File: src/rtl/reg_stack_pkg.sv
// Shared definitions for the register/stack sequencer: opcodes, FSM states,
// error-flag bit positions and the decoded strobe set.
package reg_stack_pkg;

  localparam logic [3:0] OP_NOP   = 4'd0;
  localparam logic [3:0] OP_LDI   = 4'd1;
  localparam logic [3:0] OP_SETB  = 4'd2;
  localparam logic [3:0] OP_PUSH  = 4'd3;
  localparam logic [3:0] OP_PUSHI = 4'd4;
  localparam logic [3:0] OP_POP   = 4'd5;
  localparam logic [3:0] OP_LDM   = 4'd6;

  typedef enum logic [1:0] {
    IDLE   = 2'd0,
    EXEC   = 2'd1,
    POP_WB = 2'd2
  } state_t;

  localparam int unsigned ERR_OVF = 0;
  localparam int unsigned ERR_UDF = 1;

  // One bit per strobe driven towards the register file / stack block.
  typedef struct packed {
    logic we;
    logic set_bit;
    logic fifo_en;
    logic push_reg;
    logic fifo_rd;
    logic fifo_wr;
    logic mem_en;
  } strobe_t;

  localparam strobe_t STROBE_NONE = '0;

endpackage

File: src/rtl/reg_stack_decode.sv
// Combinational opcode-to-strobe decoder; opcodes 7..15 decode as NOP.
module reg_stack_decode
  import reg_stack_pkg::*;
(
  input  logic [3:0] i_opcode,
  output strobe_t    o_strobe
);

  always_comb begin
    // NOTE: assigning a default before the case keeps every path covered, so no latch is inferred.
    o_strobe = STROBE_NONE;
    case (i_opcode)
      OP_LDI: begin
        o_strobe.we = 1'b1;
      end
      OP_SETB: begin
        o_strobe.we      = 1'b1;
        o_strobe.set_bit = 1'b1;
      end
      OP_PUSH: begin
        o_strobe.push_reg = 1'b1;
        o_strobe.fifo_wr  = 1'b1;
      end
      OP_PUSHI: begin
        o_strobe.fifo_wr = 1'b1;
      end
      OP_POP: begin
        o_strobe.fifo_rd = 1'b1;
      end
      OP_LDM: begin
        o_strobe.we      = 1'b1;
        o_strobe.fifo_en = 1'b1;
        o_strobe.mem_en  = 1'b1;
      end
      default: begin
      end
    endcase
  end

endmodule

File: src/rtl/reg_stack_sequencer.sv
// Instruction sequencer feeding the register file / stack block.
// Define REG_STACK_SEQ_GUARD_EN to enable full/empty guards and STACK_Error.
module reg_stack_sequencer
  import reg_stack_pkg::*;
#(
  parameter int FetchBits  = 8,
  parameter int MemorySize = 2
) (
  input  logic                 CLK,
  input  logic                 CPU_Reset_n,
  input  logic                 INSTR_Valid,
  output logic                 INSTR_Ready,
  input  logic [3:0]           INSTR_Opcode,
  input  logic [3:0]           INSTR_Addr,
  input  logic [FetchBits-1:0] INSTR_Imm,
  input  logic                 FIFO_EmptySignal,
  input  logic                 FIFO_FullSignal,
  input  logic                 ERR_Clear,
  output logic                 REGISTERS_WE,
  output logic                 REGISTERS_SetBitData,
  output logic [3:0]           REGISTERS_ADDR,
  output logic                 REGISTERS_BitData,
  output logic [FetchBits-1:0] REGISTERS_WordData,
  output logic                 FIFO_EN,
  output logic                 FIFO_PUSH_REG,
  output logic                 FIFO_RD,
  output logic                 FIFO_WR,
  output logic                 FIFO_Memory_EN,
  output logic                 FIFO_Memory_WR,
  output logic [1:0]           STACK_Error,
  output logic                 BUSY
);

  if (FetchBits != 8 || MemorySize < 1 || MemorySize > 4) begin : g_bad_param
    $error("reg_stack_sequencer: FetchBits must be 8 and MemorySize 1..4");
  end

  state_t               r_state;
  state_t               w_next;
  strobe_t              w_dec;
  strobe_t              w_strobe_d;
  strobe_t              r_strobe;
  logic [3:0]           r_addr;
  logic [FetchBits-1:0] r_word;
  logic                 r_bit;
  logic                 w_accept;
  logic                 w_exec;
  logic                 w_block_wr;
  logic                 w_block_rd;
  logic                 w_pop_go;

  reg_stack_decode u_decode (
    .i_opcode (INSTR_Opcode),
    .o_strobe (w_dec)
  );

  assign w_accept = INSTR_Valid && (r_state == IDLE);
  assign w_exec   = (r_state == EXEC);

`ifdef REG_STACK_SEQ_GUARD_EN
  // Flags are judged while the strobe is on the wire, so a blocked strobe never leaves the block.
  assign w_block_wr = w_exec && r_strobe.fifo_wr && FIFO_FullSignal;
  assign w_block_rd = w_exec && r_strobe.fifo_rd && FIFO_EmptySignal;
`else
  logic w_unused_guard_inputs;
  assign w_unused_guard_inputs = ^{FIFO_FullSignal, FIFO_EmptySignal, ERR_Clear};
  assign w_block_wr = 1'b0;
  assign w_block_rd = 1'b0;
`endif

  assign w_pop_go = w_exec && r_strobe.fifo_rd && !w_block_rd;

  always_comb begin
    w_next = r_state;
    case (r_state)
      IDLE:    if (w_accept) w_next = EXEC;
      EXEC:    w_next = w_pop_go ? POP_WB : IDLE;
      POP_WB:  w_next = IDLE;
      default: w_next = IDLE;
    endcase
  end

  always_comb begin
    w_strobe_d = STROBE_NONE;
    if (w_accept) begin
      w_strobe_d = w_dec;
    end else if (w_pop_go) begin
      w_strobe_d.we      = 1'b1;
      w_strobe_d.fifo_en = 1'b1;
    end
  end

  // NOTE: sequential state uses non-blocking assignments so every register samples pre-edge values.
  always_ff @(posedge CLK or negedge CPU_Reset_n) begin
    if (!CPU_Reset_n) begin
      r_state  <= IDLE;
      r_strobe <= STROBE_NONE;
    end else begin
      r_state  <= w_next;
      r_strobe <= w_strobe_d;
    end
  end

  // Address and data registers are reset too, because every output must read 0 in reset.
  always_ff @(posedge CLK or negedge CPU_Reset_n) begin
    if (!CPU_Reset_n) begin
      r_addr <= '0;
      r_word <= '0;
      r_bit  <= 1'b0;
    end else if (w_accept) begin
      r_addr <= INSTR_Addr;
      r_word <= INSTR_Imm;
      r_bit  <= INSTR_Imm[0];
    end
  end

`ifdef REG_STACK_SEQ_GUARD_EN
  logic [1:0] r_err;
  logic [1:0] w_err_set;

  assign w_err_set[ERR_OVF] = w_block_wr;
  assign w_err_set[ERR_UDF] = w_block_rd;

  // A new error in the clearing cycle survives the clear.
  always_ff @(posedge CLK or negedge CPU_Reset_n) begin
    if (!CPU_Reset_n) begin
      r_err <= 2'b00;
    end else begin
      r_err <= (ERR_Clear ? 2'b00 : r_err) | w_err_set;
    end
  end

  assign STACK_Error = r_err;
`else
  assign STACK_Error = 2'b00;
`endif

  assign INSTR_Ready          = (r_state == IDLE);
  assign BUSY                 = (r_state != IDLE);
  assign REGISTERS_WE         = r_strobe.we;
  assign REGISTERS_SetBitData = r_strobe.set_bit;
  assign REGISTERS_ADDR       = r_addr;
  assign REGISTERS_BitData    = r_bit;
  assign REGISTERS_WordData   = r_word;
  assign FIFO_EN              = r_strobe.fifo_en;
  assign FIFO_PUSH_REG        = r_strobe.push_reg;
  assign FIFO_RD              = r_strobe.fifo_rd && !w_block_rd;
  assign FIFO_WR              = r_strobe.fifo_wr && !w_block_wr;
  assign FIFO_Memory_EN       = r_strobe.mem_en;
  assign FIFO_Memory_WR       = 1'b0;

endmodule

File: config.mk
export PLATFORM = sky130hd
export DESIGN_NAME = reg_stack_sequencer
export DESIGN_NICKNAME = d
export VERILOG_FILES = /design/src/rtl/reg_stack_pkg.sv /design/src/rtl/reg_stack_decode.sv /design/src/rtl/reg_stack_sequencer.sv
export SDC_FILE = /design/constraint.sdc
export NUM_CORES = 1
export LEC_CHECK = 0
export ABC_AREA = 1
export CELL_PAD_IN_SITES_DETAIL_PLACEMENT = 1
export CELL_PAD_IN_SITES_GLOBAL_PLACEMENT = 2
export CORE_ASPECT_RATIO = 1.1
export CORE_UTILIZATION = 22
export DETAILED_ROUTE_END_ITERATION = 7
export PLACE_DENSITY = 0.8
export SLEW_MARGIN = 20
export SYNTH_ARGS = -nofsm -noshare
export SYNTH_HDL_FRONTEND = slang
export SYNTH_SLANG_ARGS = --single-unit
File: constraint.sdc
create_clock -name CLK -period 1.5 [get_ports CLK]
set_input_delay 0.375 -clock CLK [delete_from_list [all_inputs] [get_ports CLK]]
set_output_delay 0.375 -clock CLK [all_outputs]
set_load 0.05 [all_outputs]
==> flow_metrics.py <==
metrics = {
    "power": {
        "p_int_w": 0.00109,
        "p_sw_w": 0.000565,
        "p_sw_frac": 0.342,
        "p_comb_frac": 0.367,
        "peakVddDrop_mv": 0.348,
        "seqPwrFrac": 0.407,
        "clkPwrFrac": 0.226,
        "p_per_area_mw_per_mm2": 1050,
        "power.leakage_nw": 0.787,
        "power_w": 0.00165,
    },
    "final_layout": {
        "area_growth_pct": 78.6,
        "largest_register_ffs": 8,
        "drive_gt1_frac": 0.252,
        "diodes": 0,
        "postLayoutCoreUtil": 0.420,
        "final_cells": 189,
        "nets": 162,
    },
    "sta": {
        "finalSetupViolCount": 0,
        "whs_ns": 0.469,
        "finalClockSkew_ns": 0.00222,
        "hold_viol": 0,
        "tns_ns": 0,
        "fin_crit_sh": 0.959,
        "fmax_mhz": 695,
        "maxSlewViolCount": 0,
        "fin_crit_ns": 1.44,
        "rsz0062_at_grt": "false",
    },
    "route": {
        "drt-total-wl_microns": 2280,
        "drc_errors": 0,
        "drt_iter0_drc": 9,
        "ant_nets": 0,
        "vias": 758,
        "dr.pass1.iters": 3,
        "wire_per_inst_microns": 12.0,
        "viasPerCell": 4.01,
    },
    "logic_synthesis": {
        "synth_top_cell_by_area": "dfrtp_1",
        "post_synth.cell_area_avg_sq_um": 9.18,
        "synth-xor-area-share": 0,
        "synth_area_sq_um": 881,
        "synth_compound_area_frac": 0.00568,
        "synth.area.top_cells": "dfrtp_1 (60%), nand2_1 (18%), buf_4 (4.3%), inv_1 (3.0%), nor2_1 (3.0%)",
        "synth_top_area_frac": 0.597,
        "synth_top_family_by_area": "simple AND/OR/NAND/NOR gates",
        "synth_adder_area_share": 0,
        "ys_seq_area_frac": 0.597,
        "syn-instance-count": 96,
        "synth_seq_cells": 21,
        "synthSimpleGateAreaFrac": 0.288,
        "synth.distinct_cells": 15,
        "yosys_warnings": 0,
        "synth_mux_area_frac": 0,
    },
    "die": {
        "start_util": 0.235,
        "die_h_microns": 68.4,
        "core_area_sq_mm": 0.00374,
        "rows": 23,
        "die_x_microns": 62.3,
        "dieArea_sq_mm": 0.00426,
        "ios": 47,
    },
    "clock_tree": {
        "cts_buffers": 3,
        "cts_tree": "done",
        "cts.sinks": 21,
        "cts_buffer_depth": 2,
        "htreeDepth": 1,
        "hold_buffers": 0,
        "insertion_delay_ns": 0.26,
        "clkTransAtPathRegs_ns": 0.08,
        "cts_root_buf": "clkbuf_8",
    },
    "worst_setup_path": {
        "worst_setup_path_end_kind": "output port",
        "rr_startpoint": "r_state[0]",
        "r2r_end": "REGISTERS_WordData[5]",
        "reg2reg_setup_slack_ns": 0.16,
        "crit_arrival_ns": 1.06,
        "cp.required_ns": 1.12,
        "crit_fanout": 3,
        "rr_worst_depth": 7,
        "start_kind": "flop",
        "worstSetupPathType": "flop to output port",
    },
    "placement": {
        "placed_cells": 183,
        "portBuffers": 40,
        "place.gp.congestion": 0.669,
        "place_hpwl_microns": 1780,
    },
    "global_routing": {
        "grt_pass1_vias": 771,
        "antenna_found_initial": 0,
        "grt_max_degree": 22,
        "grt_overflow": 0,
        "gr-usage-all-layers": 0.120,
        "grt_pass1_wl_microns": 3780,
    },
    "outcome": {
        "status": "completed",
    },
    "hold_path": {
        "hold_class": "primary input to asynchronous set/reset pin",
    },
    "job": {
        "cap_violations": 0,
    },
}
## worst max path at each step
stage	to	cells past startpoint	start	slack, ns
final	BUSY	3	r_state[0]	0.06
after detailed placement	REGISTERS_WordData[5]	5	INSTR_Valid	0.008
after floorplan	BUSY	2	r_state[0]	0.08
after global placement	REGISTERS_ADDR[0]	5	INSTR_Valid	0.05
after global routing	BUSY	3	r_state[0]	0.007
after CTS	BUSY	3	r_state[1]	0.03
## power groups by stage
stage / clock [W] / sequential (W) / combinational [W]
floorplan: 0 / 0.000822 / 0.000141
global placement: 0 / 0.000681 / 0.000595
detailed placement: 0 / 0.000683 / 0.000608
CTS: 0.000389 / 0.000673 / 0.000610
global route: 0.000420 / 0.000679 / 0.000636
finish: 0.000373 / 0.000672 / 0.000606
## cells in the mapped netlist
cell type  count
buf_12         1
buf_4          5
conb_1         1
dfrtp_1       21
inv_1          7
inv_6          1
nand2_1       42
nand2_2        4
nand2_4        1
nand3_1        1
nand3b_1       1
nor2_1         7
nor2_4         1
nor3_1         2
o21ai_0        1
## final cells by class
cell class,count,area (sq um)
clock buffers,4,45.0
multi-input cells,63,270
well taps,50,62.6
inverters,8,35.0
repair buffers,43,634
fillers,425,2170
flip-flops and latches,21,526
## metal layers
metal,part of all wire,GRT usage,up-vias
met5,0,0,-
met4,0.014,0.0523,0
met3,0.071,0.0350,5
met2,0.46,0.205,35
met1,0.45,0.143,355
li1,-,-,363
## critical path: stages, from the launching register on
cell and delay [ns]:
dfrtp_1 0.41, nor2_4 0.17, inv_1 0.07, buf_6 0.15
## cell usage in the layout, fill, tap and decap left out, types with 2 or more instances in the layout
master / instances
clkdlybuf4s50_1: 18
dfrtp_1: 21
buf_4: 3
nor3_1: 2
buf_12: 21
clkbuf_8: 3
nor2_1: 7
nand2_2: 4
conb_1: 3
nand2_1: 42
inv_1: 7
## logic make-up (layout without fill, tap and decap cells)
group / after synthesis / after routing
AO/OA/AOI/OAI: 1 / 1
buffers and inverters: 14 / 55
flip-flops: 21 / 21
other: 1 / 3
AND/OR/NAND/NOR: 59 / 59
## stage by stage
stage | area, sq um | worst slack (ns)
after floorplan | 888 | 0.0816
after global placement | 1510 | 0.0527
after detailed placement | 1510 | 0.00769
after CTS | 1560 | 0.0278
after global routing | 1570 | 0.00694
final | 1570 | 0.0615
## what timing repair did
action                                  4_1_cts  5_1_grt
pin swaps                                     1        1
resized for setup                             0        1
buffers inserted                              1        1
endpoints found under the setup margin        1        1
No activity file was read; power rests on OpenSTA's default activity.
